--- src/rtl/segre_mem_arbiter.sv ---
// -----------------------------------------------------------------------------
// segre_pkg / segre_mem_arbiter
//
// Purpose:
//   Merges line-granular memory requests from the instruction cache and the
//   data cache onto the single main-memory port. Accepted requests are queued
//   in a FIFO and sent to memory one at a time, in strict order. Only one read
//   is in flight at a time. Its response line is returned to the cache that
//   issued it. Writes are posted and get no response.
//
// Ports:
//   clk_i, rsn_i                       clock, synchronous active-low reset
//   ic_req_i / ic_req_data_i           icache request valid / payload
//   ic_ready_o                         icache request accepted this cycle
//   dc_req_i / dc_req_data_i           dcache request valid / payload
//   dc_ready_o                         dcache request accepted this cycle
//   mem_req_valid_o / mem_req_o        request at the head of the FIFO
//   mem_req_ready_i                    memory accepts the request
//   mem_rsp_valid_i / mem_rsp_line_i   memory read data
//   ic_rsp_valid_o / dc_rsp_valid_o    one-cycle response pulse per cache
//   rsp_line_o                         registered response line
// -----------------------------------------------------------------------------
package segre_pkg;
    localparam int ARB_BUF_SIZE         = 16;
    localparam int ARB_PTR_SIZE         = 4;
    localparam int CACHE_LINE_SIZE_BITS = 128;
    localparam int ADDR_SIZE            = 32;

    typedef enum logic {
        ICACHE = 1'b0,
        DCACHE = 1'b1
    } cache_id_t;

    typedef struct packed {
        logic [ADDR_SIZE-1:0]            addr;
        logic                            rd;
        logic                            wr;
        logic [CACHE_LINE_SIZE_BITS-1:0] data;
        cache_id_t                       cache_id;
    } cache_mem_req_t;
endpackage

module segre_mem_arbiter
    import segre_pkg::*;
#(
    parameter int BUF_SIZE  = ARB_BUF_SIZE,
    parameter int PTR_SIZE  = ARB_PTR_SIZE,
    parameter int LINE_BITS = CACHE_LINE_SIZE_BITS
) (
    input  logic                 clk_i,
    input  logic                 rsn_i,
    input  logic                 ic_req_i,
    input  cache_mem_req_t       ic_req_data_i,
    output logic                 ic_ready_o,
    input  logic                 dc_req_i,
    input  cache_mem_req_t       dc_req_data_i,
    output logic                 dc_ready_o,
    output logic                 mem_req_valid_o,
    output cache_mem_req_t       mem_req_o,
    input  logic                 mem_req_ready_i,
    input  logic                 mem_rsp_valid_i,
    input  logic [LINE_BITS-1:0] mem_rsp_line_i,
    output logic                 ic_rsp_valid_o,
    output logic                 dc_rsp_valid_o,
    output logic [LINE_BITS-1:0] rsp_line_o
);

    typedef enum logic [1:0] {
        IDLE  = 2'd0,
        ISSUE = 2'd1,
        WAIT  = 2'd2
    } state_t;

    localparam logic [PTR_SIZE:0]   FULL_COUNT = (PTR_SIZE+1)'(BUF_SIZE);
    localparam logic [PTR_SIZE-1:0] PTR_ONE    = PTR_SIZE'(1);
    localparam logic [PTR_SIZE:0]   CNT_ONE    = (PTR_SIZE+1)'(1);

    state_t               state_reg;
    logic [PTR_SIZE-1:0]  head_reg;
    logic [PTR_SIZE-1:0]  tail_reg;
    logic [PTR_SIZE:0]    count_reg;
    cache_id_t            last_grant_reg;
    cache_id_t            pend_id_reg;
    logic                 mem_req_valid_reg;
    logic                 ic_rsp_valid_reg;
    logic                 dc_rsp_valid_reg;
    logic [LINE_BITS-1:0] rsp_line_reg;
    cache_mem_req_t       req_reg;

    // Request storage. No reset so it maps onto RAM; entries are only read
    // once count says they were written.
    cache_mem_req_t       buf_mem [BUF_SIZE];

    logic                 full;
    logic                 empty;
    logic                 ic_grant;
    logic                 dc_grant;
    logic                 push;
    logic                 pop;
    cache_mem_req_t       push_entry;

    assign full  = (count_reg == FULL_COUNT);
    assign empty = (count_reg == '0);

    // Round-robin on a tie: the side that did not win last time goes first.
    assign ic_grant = ic_req_i && (!dc_req_i || (last_grant_reg == DCACHE));
    assign dc_grant = dc_req_i && (!ic_req_i || (last_grant_reg == ICACHE));

    assign ic_ready_o = rsn_i && !full && ic_grant;
    assign dc_ready_o = rsn_i && !full && dc_grant;

    assign push = ic_ready_o || dc_ready_o;
    assign pop  = (state_reg == ISSUE) && mem_req_ready_i;

    // The stored cache_id always names the port the request arrived on, so
    // responses go back to the correct cache whatever the requester supplied.
    always_comb begin
        push_entry          = dc_ready_o ? dc_req_data_i : ic_req_data_i;
        push_entry.cache_id = dc_ready_o ? DCACHE : ICACHE;
    end

    always_ff @(posedge clk_i) begin
        if (push) begin
            buf_mem[tail_reg] <= push_entry;
        end
    end

    // Registered read of the head entry while idle. The head stays put until
    // the pop that ends ISSUE, so the presented request is stable.
    always_ff @(posedge clk_i) begin
        if (state_reg == IDLE) begin
            req_reg <= buf_mem[head_reg];
        end
    end

    always_ff @(posedge clk_i) begin
        if (!rsn_i) begin
            state_reg         <= IDLE;
            head_reg          <= '0;
            tail_reg          <= '0;
            count_reg         <= '0;
            last_grant_reg    <= ICACHE;
            pend_id_reg       <= ICACHE;
            mem_req_valid_reg <= 1'b0;
            ic_rsp_valid_reg  <= 1'b0;
            dc_rsp_valid_reg  <= 1'b0;
            rsp_line_reg      <= '0;
        end else begin
            ic_rsp_valid_reg <= 1'b0;
            dc_rsp_valid_reg <= 1'b0;

            if (push) begin
                tail_reg       <= tail_reg + PTR_ONE;
                last_grant_reg <= dc_ready_o ? DCACHE : ICACHE;
            end
            if (pop) begin
                head_reg <= head_reg + PTR_ONE;
            end
            if (push && !pop) begin
                count_reg <= count_reg + CNT_ONE;
            end else if (pop && !push) begin
                count_reg <= count_reg - CNT_ONE;
            end

            case (state_reg)
                IDLE: begin
                    if (!empty) begin
                        state_reg         <= ISSUE;
                        mem_req_valid_reg <= 1'b1;
                    end
                end
                ISSUE: begin
                    if (mem_req_ready_i) begin
                        mem_req_valid_reg <= 1'b0;
                        if (req_reg.rd) begin
                            pend_id_reg <= req_reg.cache_id;
                            state_reg   <= WAIT;
                        end else begin
                            state_reg <= IDLE;
                        end
                    end
                end
                WAIT: begin
                    if (mem_rsp_valid_i) begin
                        rsp_line_reg     <= mem_rsp_line_i;
                        ic_rsp_valid_reg <= (pend_id_reg == ICACHE);
                        dc_rsp_valid_reg <= (pend_id_reg == DCACHE);
                        state_reg        <= IDLE;
                    end
                end
                default: begin
                    state_reg         <= IDLE;
                    mem_req_valid_reg <= 1'b0;
                end
            endcase
        end
    end

    assign mem_req_valid_o = mem_req_valid_reg;
    assign mem_req_o       = req_reg;
    assign ic_rsp_valid_o  = ic_rsp_valid_reg;
    assign dc_rsp_valid_o  = dc_rsp_valid_reg;
    assign rsp_line_o      = rsp_line_reg;

endmodule

--- config.mk ---
export PLATFORM = sky130hd
export DESIGN_NAME = segre_mem_arbiter
export DESIGN_NICKNAME = d
export VERILOG_FILES = /design/src/rtl/segre_mem_arbiter.sv
export SDC_FILE = /design/constraint.sdc
export NUM_CORES = 2
export LEC_CHECK = 0
export CELL_PAD_IN_SITES_DETAIL_PLACEMENT = 1
export CELL_PAD_IN_SITES_GLOBAL_PLACEMENT = 2
export CORE_UTILIZATION = 50
export DETAILED_ROUTE_END_ITERATION = 10
export DONT_BUFFER_PORTS = 1
export GPL_ROUTABILITY_DRIVEN = 0
export PLACE_DENSITY_LB_ADDON = 0.12
export SLEW_MARGIN = 5
export SYNTH_ARGS = -nofsm -noshare
export SYNTH_HDL_FRONTEND = slang
export SYNTH_SLANG_ARGS = --single-unit
--- constraint.sdc ---
create_clock -name clk_i -period 20.8 [get_ports clk_i]
set_input_delay 4.16 -clock clk_i [delete_from_list [all_inputs] [get_ports clk_i]]
set_output_delay 4.16 -clock clk_i [all_outputs]
set_load 0.005 [all_outputs]
==> results by group <==
Status
  • Status: complete, no violations

Worst setup path
  • Flop-to-flop setup slack: around 15000 ps
  • Critical Path Sink Type: primary output
  • Critical Path AT: between 5000 and 6000 ps
  • CP Launch Type: input pin
  • Worst r2r dst: mem_req_o[38]
  • CP required: around 17000 ps
  • Critical path peak fanout: 17
  • Reg2Reg Depth: 7
  • Crit path kind: in -> out
  • Crit Reg-Reg Startpoint: head_reg[0]

Cells and area
  • Number of flip-flops in the largest register: about 2600
  • Fin util: between 50% and 60%
  • Synth-to-layout area growth: 11.7%
  • Share of cells above drive strength 1: about a quarter
  • Largest register by flop count: buf_mem
  • # nets final: between 5000 and 6000

STA
  • Worst relative slew slack: between 10% and 20%
  • TNS Setup: 0 ps
  • Fmax: roughly 100 MHz
  • Skew final: 44.2 ps
  • Worst slew pin tran: between 1000 and 1500 ps
  • # setup viols final: 0
  • Final hold vios: 0
  • Crit share post-route: between 40% and 50%
  • Slew Limit Fails: 0
  • RSZ-0062 raised after global routing: false
  • Min Tclk post-route: roughly 10000 ps

Routing
  • Routed WL per cell: around 32 um
  • DRT iter0 DRCs: about 4800
  • Drt total wl: 263000 um
  • Detailed Routing Iterations Pass 1: 5
  • Vias post-DR: approximately 50000
  • Number of remaining DRC errors: 0
  • Vias/cell: between 6 and 7
  • ANT nets after route: 0

Power and ir drop
  • Static Leakage: approximately 0.038 uW
  • PD cells: 114 nW/um2
  • Worst VDD drop: approximately 0.085 mV

Placed design
  • Dpl hpwl: 136000 um
  • Port Buffers: 0

Die
  • # IOs: 756
  • Die H: between 400 and 500 um
  • Die area: approximately 220000 um2
  • Die X: ~470 um
  • Initial Util: ~50%
  • Core area: around 220000 um2
  • Row cnt: ~170

Clocking
  • CTS Buffer Depth: 4
  • Hold_buf cts: 0
  • CTS buffer count: ~320
  • H-Tree Level Count: 5
  • CTS-repair resized insts: 0
  • Post-CTS Setup Repair Bufs: 0
  • Worst skew pair latency: 950 ps
  • CTS tree: built
  • Clock Pin Slew Worst Setup and Hold Paths: about 60 ps
  • Clock tree root driver cell: clkbuf_16
  • TritonCTS Sinks: 2919

Yosys
  • Sequential area share after synthesis: between 70 and 80%
  • Mapped Cells: approximately 5000
  • Yosys top cell by area: edfxtp_1
  • Post-synth EDFFs: 2771
  • Seq cells post-synth: a little under 3000
  • Distinct cells, synth: 43
  • Synth Warn #: 0
  • Share of the synthesized area in the top cell type: 76.0%
  • Post-synth top flop: edfxtp_1
  • Avg Synthesized Cell Area: ~22 um2
  • Mapped Nets: approximately 5500
  • Synth area leaders: edfxtp_1, mux4_2, dfxtp_1, a22oi_1, mux2_2
  • Synth async-reset ratio: 0%
  • Synthesized cell area: 109000 um2

GRT
  • Grt total ovfl: 0
  • Gr usage total: between 20% and 30%
  • Vias in the first global route: approximately 53000
  • Largest net degree at the start of global routing: around 140
  • First-pass GRT wire length: around 380000 um
  • Initial antenna violation count: 11

Hold path
  • HP Class: reg -> reg
  • Hold Startpoint: rsp_line_o[61]
  • Hold Path Stages: 2
  • WHS Endpoint: rsp_line_o[61]

Job
  • Max_cap viols: 0
[worst max path at each step]
stage	cells after the start	end	slack [ps]	startpoint
after detailed placement	4	dc_ready_o	10970	ic_req_i
after global routing	4	dc_ready_o	10910	ic_req_i
after floorplan	6	buf_mem[0][0]	3970	rsn_i
after global placement	4	dc_ready_o	11020	ic_req_i
final	4	dc_ready_o	11020	ic_req_i
after CTS	4	dc_ready_o	10970	ic_req_i
[where the power goes]
group	internal [uW]	total (uW)	switching, uW
sequential	6970	7160	190
combinational	644	1570	926
clock	3060	5240	2180
[critical path: stages]
cell     delay [ps]
nand2_1          50
nand4_1         520
buf_4           440
inv_1           450
[cells by family (layout without fill, tap and decap cells)]
family / count (synthesis) / count (layout) / share of synthesized area (%)
AO/OA/AOI/OAI: 473 / 473 / 2.88
XOR/XNOR: 7 / 7 / 0.0560
adder cells (fa/ha/maj): 10 / 10 / 0.121
buffers and inverters: 294 / 647 / 1.32
flip-flops: 2919 / 2919 / 78.7
multiplexers: 817 / 817 / 15.1
other: 0 / 6 / 0
AND/OR/NAND/NOR: 501 / 501 / 1.80
[layer usage]
metal	wire length [um]	global-route usage [%]	vias to the layer above
met4	5220	5.87	6
met5	175	0.454	-
li1	-	-	21100
met2	130000	38.7	1690
met3	16100	4.31	336
met1	112000	33.6	27500
[synth_stat cells (3+ instances only)]
master and count:
nor2_1 50, buf_2 71, mux2i_1 3, xor2_1 4
nor3_1 6, o21ai_0 4, nand2b_1 6, dfxtp_1 148
a22oi_1 282, o22ai_1 44, mux4_2 652, buf_6 24
ha_1 9, buf_4 20, edfxtp_1 2771, nand2_1 415
inv_1 8, a21oi_1 135, nor2b_1 4, xnor2_1 3
buf_1 49, mux2_2 162, clkbuf_1 121, nand3_1 5
[placed cells by master (no fill, tap or decap), types with 14 or more instances in the layout]
| master | synthesis | final |
|---|---|---|
| edfxtp_1 | 2771 | 2771 |
| mux4_2 | 652 | 652 |
| nand2_1 | 415 | 415 |
| clkbuf_16 | 0 | 325 |
| a22oi_1 | 282 | 282 |
| mux2_2 | 162 | 162 |
| dfxtp_1 | 148 | 145 |
| a21oi_1 | 135 | 135 |
| buf_4 | 20 | 82 |
| clkbuf_1 | 121 | 76 |
| clkinv_1 | 1 | 55 |
| clkinv_2 | 0 | 54 |
| o22ai_1 | 44 | 44 |
| nor2_1 | 50 | 35 |
| bufinv_16 | 0 | 16 |
| nor2_4 | 0 | 15 |
| buf_12 | 0 | 14 |
[metrics by stage]
| step | worst slack, ps | cell area, um2 | power [uW] | instances | hold WS [ps] |
|---|---|---|---|---|---|
| floorplan | 3970 | 109000 | 8440 | 5021 | 416 |
| detailed placement | 10970 | 113000 | 8900 | 7686 | 468 |
| global route | 10910 | 122000 | 14500 | 8234 | 494 |
| finish | 11020 | 122000 | 14000 | 8234 | 473 |
| global placement | 11020 | 113000 | 8860 | 7686 | 462 |
| CTS | 10970 | 122000 | 14100 | 8228 | 477 |
[area by class of cell]
class | count | area (um2)
clock buffers | 407 | 8480
repair buffers | 96 | 896
diodes | 6 | 15.0
clock inverters | 135 | 1040
well taps | 2854 | 3570
fillers | 18200 | 95100
inverters | 9 | 36.3
flip-flops and latches | 2919 | 86200
multi-input cells | 1808 | 22000
Note: power is estimated with default switching activity, not from simulation.
